==> src/rtl/obj_det_pkg.sv <==
// ----------------------------------------------------------------------------
// obj_det_pkg
// Shared constants for the object-detection capture and read paths, plus the
// diff-buffer reader state type.
//   FRAME_W/FRAME_H/FRAME_SIZE : default frame geometry
//   ADDR_W/DATA_W              : diff BRAM address and word widths
//   X_W/Y_W                    : bounding-box column/row widths
//   ALERT_FRAMES               : default persistence depth for alerting
// ----------------------------------------------------------------------------
package obj_det_pkg;

    localparam int unsigned FRAME_W      = 320;
    localparam int unsigned FRAME_H      = 240;
    localparam int unsigned FRAME_SIZE   = FRAME_W * FRAME_H;
    localparam int unsigned ADDR_W       = 17;
    localparam int unsigned DATA_W       = 4;
    localparam int unsigned X_W          = 9;
    localparam int unsigned Y_W          = 8;
    localparam int unsigned ALERT_FRAMES = 3;

    // Fixed encodings kept for compatibility with older tooling and dumps.
    localparam logic [1:0] ST_IDLE   = 2'd0;
    localparam logic [1:0] ST_SCAN   = 2'd1;
    localparam logic [1:0] ST_DRAIN  = 2'd2;
    localparam logic [1:0] ST_REPORT = 2'd3;

    typedef enum logic [1:0] {
        RD_IDLE   = ST_IDLE,
        RD_SCAN   = ST_SCAN,
        RD_DRAIN  = ST_DRAIN,
        RD_REPORT = ST_REPORT
    } rd_state_t;

endpackage

==> src/rtl/diff_buffer_reader_if.sv <==
// ----------------------------------------------------------------------------
// diff_buffer_reader_if
// Diff BRAM read port.
//   rd_addr : read address          (master -> slave)
//   rd_en   : port enable           (master -> slave)
//   rd_data : read data, 1-cycle latency after rd_en (slave -> master)
// ----------------------------------------------------------------------------
interface diff_buffer_reader_if #(
    parameter int unsigned ADDR_W = 17,
    parameter int unsigned DATA_W = 4
);
    logic [ADDR_W-1:0] rd_addr;
    logic              rd_en;
    logic [DATA_W-1:0] rd_data;

    modport master (output rd_addr, output rd_en, input rd_data);
    modport slave  (input rd_addr, input rd_en, output rd_data);
endinterface

==> src/rtl/diff_buffer_reader_bbox_accum.sv <==
// ----------------------------------------------------------------------------
// bbox_accum
// Suspicious-pixel count and bounding-box accumulator.
//   clk, rst        : clock, async active-high reset
//   i_clear         : reinitialise accumulators for a new scan
//   i_valid, i_hit  : aligned pixel strobe and threshold result
//   i_x, i_y        : aligned pixel coordinates
//   o_*_nxt         : accumulator values including the current pixel
// ----------------------------------------------------------------------------
module bbox_accum #(
    parameter int unsigned FRAME_W = obj_det_pkg::FRAME_W,
    parameter int unsigned FRAME_H = obj_det_pkg::FRAME_H,
    parameter int unsigned ADDR_W  = obj_det_pkg::ADDR_W
) (
    input  logic                        clk,
    input  logic                        rst,
    input  logic                        i_clear,
    input  logic                        i_valid,
    input  logic                        i_hit,
    input  logic [obj_det_pkg::X_W-1:0] i_x,
    input  logic [obj_det_pkg::Y_W-1:0] i_y,
    output logic [ADDR_W-1:0]           o_count_nxt,
    output logic [obj_det_pkg::X_W-1:0] o_x_min_nxt,
    output logic [obj_det_pkg::X_W-1:0] o_x_max_nxt,
    output logic [obj_det_pkg::Y_W-1:0] o_y_min_nxt,
    output logic [obj_det_pkg::Y_W-1:0] o_y_max_nxt
);
    import obj_det_pkg::*;

    localparam logic [X_W-1:0] X_LAST = X_W'(FRAME_W - 1);
    localparam logic [Y_W-1:0] Y_LAST = Y_W'(FRAME_H - 1);

    logic [ADDR_W-1:0] r_count;
    logic [X_W-1:0]    r_x_min, r_x_max;
    logic [Y_W-1:0]    r_y_min, r_y_max;
    logic              w_take;

    assign w_take = i_valid && i_hit;

    // Next values are exported so the reader can publish the final pixel's
    // contribution on the same edge it is accumulated.
    always_comb begin
        o_count_nxt = r_count;
        o_x_min_nxt = r_x_min;
        o_x_max_nxt = r_x_max;
        o_y_min_nxt = r_y_min;
        o_y_max_nxt = r_y_max;
        if (w_take) begin
            o_count_nxt = r_count + 1'b1;
            if (i_x < r_x_min) o_x_min_nxt = i_x;
            if (i_x > r_x_max) o_x_max_nxt = i_x;
            if (i_y < r_y_min) o_y_min_nxt = i_y;
            if (i_y > r_y_max) o_y_max_nxt = i_y;
        end
    end

    always_ff @(posedge clk or posedge rst) begin
        if (rst) begin
            r_count <= '0;
            r_x_min <= X_LAST;
            r_x_max <= '0;
            r_y_min <= Y_LAST;
            r_y_max <= '0;
        end else if (i_clear) begin
            r_count <= '0;
            r_x_min <= X_LAST;
            r_x_max <= '0;
            r_y_min <= Y_LAST;
            r_y_max <= '0;
        end else begin
            r_count <= o_count_nxt;
            r_x_min <= o_x_min_nxt;
            r_x_max <= o_x_max_nxt;
            r_y_min <= o_y_min_nxt;
            r_y_max <= o_y_max_nxt;
        end
    end
endmodule

==> src/rtl/diff_buffer_reader.sv <==
// ----------------------------------------------------------------------------
// diff_buffer_reader
// Scans the diff BRAM after each frame, counts pixels whose persistence is at
// least pixel_thresh, tracks their bounding box and raises an alert.
//   clk, reset                  : clock, async active-high reset
//   start_scan                  : one-cycle start pulse, honoured in IDLE
//   pixel_thresh, count_thresh  : per-pixel and per-frame thresholds
//   bram                        : diff BRAM read port (master modport)
//   busy, done, result_valid    : scan status
//   pixel_count, bbox_valid,
//   x_min/x_max/y_min/y_max     : results of the last completed scan
//   alert                       : alert level, updated with done
// Optional feature macro: ALERT_PERSIST_EN (alert only after ALERT_FRAMES
// consecutive over-threshold scans).
// ----------------------------------------------------------------------------
module diff_buffer_reader #(
    parameter int unsigned FRAME_W      = obj_det_pkg::FRAME_W,
    parameter int unsigned FRAME_H      = obj_det_pkg::FRAME_H,
    parameter int unsigned DATA_W       = obj_det_pkg::DATA_W,
    parameter int unsigned ADDR_W       = obj_det_pkg::ADDR_W,
    parameter int unsigned ALERT_FRAMES = obj_det_pkg::ALERT_FRAMES
) (
    input  logic                        clk,
    input  logic                        reset,
    input  logic                        start_scan,
    input  logic [DATA_W-1:0]           pixel_thresh,
    input  logic [ADDR_W-1:0]           count_thresh,
    diff_buffer_reader_if.master        bram,
    output logic                        busy,
    output logic                        done,
    output logic                        result_valid,
    output logic [ADDR_W-1:0]           pixel_count,
    output logic                        bbox_valid,
    output logic [obj_det_pkg::X_W-1:0] x_min,
    output logic [obj_det_pkg::X_W-1:0] x_max,
    output logic [obj_det_pkg::Y_W-1:0] y_min,
    output logic [obj_det_pkg::Y_W-1:0] y_max,
    output logic                        alert
);
    import obj_det_pkg::*;

    localparam logic [ADDR_W-1:0] ADDR_LAST = ADDR_W'(FRAME_W * FRAME_H - 1);
    localparam logic [X_W-1:0]    X_LAST    = X_W'(FRAME_W - 1);

    rd_state_t         r_state;
    logic [ADDR_W-1:0] r_addr;
    logic [X_W-1:0]    r_x, r_x_d;
    logic [Y_W-1:0]    r_y, r_y_d;
    logic              r_vld_d;

    logic              r_done, r_result_valid, r_bbox_valid, r_alert;
    logic [ADDR_W-1:0] r_pixel_count;
    logic [X_W-1:0]    r_x_min, r_x_max;
    logic [Y_W-1:0]    r_y_min, r_y_max;

    logic              w_start, w_hit, w_publish, w_over, w_alert_nxt;
    logic [ADDR_W-1:0] w_cnt_nxt;
    logic [X_W-1:0]    w_x_min_nxt, w_x_max_nxt;
    logic [Y_W-1:0]    w_y_min_nxt, w_y_max_nxt;

    assign w_start   = (r_state == RD_IDLE) && start_scan;
    assign w_hit     = bram.rd_data >= pixel_thresh;
    // The final word is accumulated while leaving DRAIN; results load from the
    // accumulator's next values on that edge so they are visible with done.
    assign w_publish = (r_state == RD_DRAIN);
    assign w_over    = w_cnt_nxt >= count_thresh;

    bbox_accum #(
        .FRAME_W (FRAME_W),
        .FRAME_H (FRAME_H),
        .ADDR_W  (ADDR_W)
    ) u_bbox_accum (
        .clk         (clk),
        .rst         (reset),
        .i_clear     (w_start),
        .i_valid     (r_vld_d),
        .i_hit       (w_hit),
        .i_x         (r_x_d),
        .i_y         (r_y_d),
        .o_count_nxt (w_cnt_nxt),
        .o_x_min_nxt (w_x_min_nxt),
        .o_x_max_nxt (w_x_max_nxt),
        .o_y_min_nxt (w_y_min_nxt),
        .o_y_max_nxt (w_y_max_nxt)
    );

    // FSM, address generator and coordinate pipeline
    always_ff @(posedge clk or posedge reset) begin
        if (reset) begin
            r_state <= RD_IDLE;
            r_addr  <= '0;
            r_x     <= '0;
            r_y     <= '0;
            r_x_d   <= '0;
            r_y_d   <= '0;
            r_vld_d <= 1'b0;
        end else begin
            // Coordinates trail the issued address by the BRAM read latency.
            r_vld_d <= (r_state == RD_SCAN);
            r_x_d   <= r_x;
            r_y_d   <= r_y;
            case (r_state)
                RD_IDLE: begin
                    if (start_scan) begin
                        r_state <= RD_SCAN;
                        r_addr  <= '0;
                        r_x     <= '0;
                        r_y     <= '0;
                    end
                end
                RD_SCAN: begin
                    if (r_addr == ADDR_LAST) begin
                        r_state <= RD_DRAIN;
                    end else begin
                        r_addr <= r_addr + 1'b1;
                        if (r_x == X_LAST) begin
                            r_x <= '0;
                            r_y <= r_y + 1'b1;
                        end else begin
                            r_x <= r_x + 1'b1;
                        end
                    end
                end
                RD_DRAIN:  r_state <= RD_REPORT;
                RD_REPORT: r_state <= RD_IDLE;
                default:   r_state <= RD_IDLE;
            endcase
        end
    end

`ifdef ALERT_PERSIST_EN
    localparam int unsigned   PCNT_W = $clog2(ALERT_FRAMES + 1);
    localparam logic [PCNT_W-1:0] PCNT_MAX = PCNT_W'(ALERT_FRAMES);

    logic [PCNT_W-1:0] r_persist;
    logic [PCNT_W-1:0] w_persist_nxt;

    always_comb begin
        w_persist_nxt = '0;
        if (w_over) begin
            w_persist_nxt = (r_persist == PCNT_MAX) ? r_persist : r_persist + 1'b1;
        end
    end

    assign w_alert_nxt = (w_persist_nxt >= PCNT_MAX);

    always_ff @(posedge clk or posedge reset) begin
        if (reset) begin
            r_persist <= '0;
        end else if (w_publish) begin
            r_persist <= w_persist_nxt;
        end
    end
`else
    assign w_alert_nxt = w_over;
`endif

    // Published results
    always_ff @(posedge clk or posedge reset) begin
        if (reset) begin
            r_done         <= 1'b0;
            r_result_valid <= 1'b0;
            r_pixel_count  <= '0;
            r_bbox_valid   <= 1'b0;
            r_x_min        <= '0;
            r_x_max        <= '0;
            r_y_min        <= '0;
            r_y_max        <= '0;
            r_alert        <= 1'b0;
        end else begin
            r_done <= w_publish;
            if (w_publish) begin
                r_result_valid <= 1'b1;
                r_pixel_count  <= w_cnt_nxt;
                r_bbox_valid   <= (w_cnt_nxt != '0);
                r_alert        <= w_alert_nxt;
                if (w_cnt_nxt != '0) begin
                    r_x_min <= w_x_min_nxt;
                    r_x_max <= w_x_max_nxt;
                    r_y_min <= w_y_min_nxt;
                    r_y_max <= w_y_max_nxt;
                end else begin
                    r_x_min <= '0;
                    r_x_max <= '0;
                    r_y_min <= '0;
                    r_y_max <= '0;
                end
            end
        end
    end

    assign bram.rd_addr = r_addr;
    assign bram.rd_en   = (r_state == RD_SCAN);
    assign busy         = (r_state != RD_IDLE);
    assign done         = r_done;
    assign result_valid = r_result_valid;
    assign pixel_count  = r_pixel_count;
    assign bbox_valid   = r_bbox_valid;
    assign x_min        = r_x_min;
    assign x_max        = r_x_max;
    assign y_min        = r_y_min;
    assign y_max        = r_y_max;
    assign alert        = r_alert;
endmodule

==> src/flat_wrapper.sv <==
// flat-port wrapper written by rule: the top's interface ports become plain ports
module diff_buffer_reader_flat import obj_det_pkg::*;
#(
    parameter int unsigned FRAME_W      = obj_det_pkg::FRAME_W,
    parameter int unsigned FRAME_H      = obj_det_pkg::FRAME_H,
    parameter int unsigned DATA_W       = obj_det_pkg::DATA_W,
    parameter int unsigned ADDR_W       = obj_det_pkg::ADDR_W,
    parameter int unsigned ALERT_FRAMES = obj_det_pkg::ALERT_FRAMES
)
  (clk, reset, start_scan, pixel_thresh, count_thresh, busy, done, result_valid, pixel_count, bbox_valid, x_min, x_max, y_min, y_max, alert, bram_rd_addr, bram_rd_en, bram_rd_data);
  diff_buffer_reader_if #(.ADDR_W(ADDR_W), .DATA_W(DATA_W)) bram_i ();
  input  logic clk;
  input  logic reset;
  input  logic start_scan;
  input  logic [DATA_W-1:0] pixel_thresh;
  input  logic [ADDR_W-1:0] count_thresh;
  output logic busy;
  output logic done;
  output logic result_valid;
  output logic [ADDR_W-1:0] pixel_count;
  output logic bbox_valid;
  output logic [obj_det_pkg::X_W-1:0] x_min;
  output logic [obj_det_pkg::X_W-1:0] x_max;
  output logic [obj_det_pkg::Y_W-1:0] y_min;
  output logic [obj_det_pkg::Y_W-1:0] y_max;
  output logic alert;
  output wire logic [$bits(bram_i.rd_addr)-1:0] bram_rd_addr;
  output wire logic [$bits(bram_i.rd_en)-1:0] bram_rd_en;
  input wire logic [$bits(bram_i.rd_data)-1:0] bram_rd_data;
  assign bram_rd_addr = bram_i.rd_addr;
  assign bram_rd_en = bram_i.rd_en;
  assign bram_i.rd_data = bram_rd_data;
  diff_buffer_reader #(.FRAME_W(FRAME_W), .FRAME_H(FRAME_H), .DATA_W(DATA_W), .ADDR_W(ADDR_W), .ALERT_FRAMES(ALERT_FRAMES)) u_core (.clk(clk), .reset(reset), .start_scan(start_scan), .pixel_thresh(pixel_thresh), .count_thresh(count_thresh), .bram(bram_i), .busy(busy), .done(done), .result_valid(result_valid), .pixel_count(pixel_count), .bbox_valid(bbox_valid), .x_min(x_min), .x_max(x_max), .y_min(y_min), .y_max(y_max), .alert(alert));
endmodule
==> config.mk <==
export PLATFORM = sky130hd
export DESIGN_NAME = diff_buffer_reader_flat
export DESIGN_NICKNAME = d
export VERILOG_FILES = /design/src/rtl/obj_det_pkg.sv /design/src/rtl/diff_buffer_reader_if.sv /design/src/rtl/diff_buffer_reader_bbox_accum.sv /design/src/rtl/diff_buffer_reader.sv /design/src/flat_wrapper.sv
export SDC_FILE = /design/constraint.sdc
export NUM_CORES = 1
export LEC_CHECK = 0
export CAP_MARGIN = 40
export CORE_MARGIN = 10
export CORE_UTILIZATION = 45
export DETAILED_ROUTE_END_ITERATION = 12
export GPL_TIMING_DRIVEN = 0
export PLACE_DENSITY_LB_ADDON = 0.2
export REMOVE_ABC_BUFFERS = 1
export SKIP_CTS_REPAIR_TIMING = 1
export SYNTH_ARGS = -nofsm -noshare
export SYNTH_HDL_FRONTEND = slang
export SYNTH_HIERARCHICAL = 1
export SYNTH_SLANG_ARGS = --single-unit
==> constraint.sdc <==
create_clock -name clk -period 5.75 [get_ports clk]
set_input_delay 1.15 -clock clk [delete_from_list [all_inputs] [get_ports clk]]
set_output_delay 1.15 -clock clk [all_outputs]
set_load 0.02 [all_outputs]
==> impl_results.md <==
* Setup_tns at 0 ps
* CP Launch Type: primary input
* Hold depth at 0
* Mean Syn Cell Area at ~11 µm²
* Part of the power in the clock network at 0.419
* Tot GR Track Use at 0.162
* Root buffer cell: clkbuf_16
* Fin util at 0.561
* First-pass GRT wire length at between 30 and 40 mm
* HP Start: u_core/r_y[7]$_DFFE_PP0P_
* DP Area at roughly 0.01 mm²
* Synth async-reset ratio at 1.00
* #FFs+latches synth at 160
* Core box area at approximately 0.019 mm²
* Sw frac at 0.249
* Area Overhead vs Synth at 22.6%
* CTS clk-pin slew, worst paths at approximately 60 ps
* Metal2 WL at between 9 and 10 mm
* Cell-internal power at around 0.002 W
* Initial Util at 0.457
* Antenna-violating nets left at 0
* Rel. slew slack at 0.494
* Synth top area cells: dfrtp_1 43%, ha_1 9.0%, dfstp_2 4.3%
* Gate power share at 0.127
* YS warnings at 6
* Residual DRC at 0
* Worst reg2reg path startpoint: u_core/u_bbox_accum/r_count[4]$_DFF_PP0_
* Slew at the pin closest to its max-slew limit at between 700 and 800 ps
* CP peak stage delay at ~460 ps
* Total grt overflow at 0
* RR Endpoint: u_core/y_max[3]$_DFFE_PP0P_
* Max FO, Critical Path at 19
* Final nets at around 990
* Register area share after synthesis at 0.472
* Initial antenna violation count at 0
* Via count at 6350
* Drt first pass iters at 6
* Reg2reg setup slack at between 2000 and 3000 ps
* WP data required at 6060 ps
* Critical path type: primary input to flop
* Rows at 50
* Final WL at between 15 and 20 mm
* Final setup fails at 0
* Max-slew violations at 0
* Worst EP arrival at around 4900 ps
* Clock sink count at 160
* Final Hold Violating Endpoints at 0
* Status: completed
* Initial DRC count at ~300
* Worst-case clock buffer depth at 2
* Main synth FF type: dfrtp_1
* Top routing layer used: met4
* Sequential power share at 0.455
* Leading area contributor after synthesis: dfrtp_1
* WL met1 at ~9.4 mm
* Hpwl dp at approximately 14 mm
* Metal3 WL at ~1 mm
* P_leak at about 5 nW
* Vias/cell at approximately 5.5
* Mapped Cells at between 800 and 900
* Max Cap Violations at 0
* Max stage delay cell, worst path: clkdlybuf4s50_1
* Power Density at approximately 250 mW/mm²
* Share of cells above drive strength 1 at 0.125
* Synth Cell Area at between 0.008 and 0.009 mm²
* CP top delay family: simple AND/OR/NAND/NOR gates
* Maximum VDD drop at 0.211 mV
* Netlist cell types at 74
* Post-route cell area at roughly 0.010 mm²
* Fmax at about 220 MHz
* Critical-path cell list: clkdlybuf4s50_1, inv_1, ha_1, nand2b_1, a21oi_1, nor2b_1, o21ai_0, nand2b_1, and3_1, and4_1, nand4_1, xnor2_1, nor4_1, nand4_1, nor4_1, nor2_4, buf_16, a22o_1
* Total CTS buffers at 17
* Element type at the critical path end: flop
* Largest net degree at the start of global routing at slightly above 40
* Chip Height at 158 µm
* Tcrit/Tclk final at 0.790
* Worst r2r path cells at 10
* EDFF count, synth at 0
* Die width at approximately 160 µm
* Unrepaired setup endpoints after global routing: false
* Tmin final at 4540 ps
* CTS tree: yes
* Synth cell count leaders: 146 x dfrtp_1, 67 x nand2_1, 63 x inv_1, 61 x ha_1, 48 x o21ai_0
* Hold Path Class: flop to flop
* Gpl congestion at 0.793
* Worst Hold End: u_core/r_y_d[7]$_DFF_PP0_
* Area share of the largest cell type after synthesis at 0.429
* WP buf/inv at 3
* Clk_lat worst skew at around 430 ps
* H-Tree Depth at 4
* P_sw at ~0.00066 W
* Die area at ~0.025 mm²
* Diode count at 0
* Vias in the first global route at about 6300
* WL per Instance at 17.0 µm
* IO Pins at 102
* Skew final at between 20 and 25 ps
* Top-count cell post-synth: dfrtp_1
* PortBufs at 101
worst max path at each step:
stage	startpoint	depth (start not counted)	end	slack (ps)
final	bram_rd_data[0]	18	u_core/y_max[3]$_DFFE_PP0P_	1210
after detailed placement	bram_rd_data[0]	18	u_core/y_max[3]$_DFFE_PP0P_	770
after global placement	bram_rd_data[0]	17	u_core/y_max[2]$_DFFE_PP0P_	-470
after global routing	bram_rd_data[0]	16	u_core/y_max[3]$_DFFE_PP0P_	920
after floorplan	bram_rd_data[0]	16	u_core/y_max[0]$_DFFE_PP0P_	1410
after CTS	bram_rd_data[0]	18	u_core/y_max[3]$_DFFE_PP0P_	1200
stage by stage:
| stage | setup slack [ps] | power, W | hold slack (ps) | instances |
|---|---|---|---|---|
| detailed placement | 774 | 0.00156 | 390 | 1117 |
| CTS | 1200 | 0.00268 | 406 | 1149 |
| finish | 1210 | 0.00265 | 414 | 1149 |
| global route | 922 | 0.00277 | 423 | 1149 |
| floorplan | 1410 | 0.00146 | 367 | 775 |
| global placement | -475 | 0.00154 | 382 | 1110 |
placed cells by master, fill, tap and decap left out, drive strengths merged, types with 7 or more instances in the layout:
master / n
dfrtp: 146
clkdlybuf4s50: 101
nand2: 68
inv: 64
ha: 61
o21ai: 50
nand3: 41
a22o: 38
a21oi: 31
nor2: 30
mux2: 29
clkbuf: 23
and2: 21
xnor2: 19
nand4: 17
dfstp: 14
o31ai: 12
nor3: 12
xor2: 11
and3: 11
mux2i: 10
o211ai: 8
nand2b: 7
nor4: 7
o311ai: 7
a211oi: 7
buf: 7
cells by family (layout without fill, tap and decap cells):
logic type                 after synthesis  in the layout  synth area share
xor gates and xnor gates                30             30            0.0308
buffers and inverters                   92            205            0.0437
adders and majority gates               61             61            0.0895
DFF                                    160            160             0.472
muxes                                   39             39            0.0514
AOI/OAI and AO/OA                      177            177             0.154
and+or+nand+nor                        243            243             0.159
power groups by stage:
stage	sequential, W	clock (W)	combinational [W]
after global placement	0.00122	0	0.000319
after CTS	0.00120	0.00114	0.000340
after detailed placement	0.00122	0	0.000337
after floorplan	0.00122	0	0.000241
after global routing	0.00121	0.00118	0.000381
final	0.00120	0.00111	0.000336
cell type report:
type / count / area (µm²)
fill: 1583 / 8190
inverter: 65 / 246
timing repair buffer: 108 / 1170
multi-input combinational: 550 / 4140
tap: 234 / 293
clock inverter: 9 / 108
clock buffer: 23 / 478
sequential: 160 / 4020
metal layers:
metal / up-vias / track usage
met4: 0 / 0.0494
li1: 3097 / -
met5: - / 0
met2: 122 / 0.254
met3: 11 / 0.0407
met1: 3120 / 0.215
No activity file was read; power rests on OpenSTA's default activity.
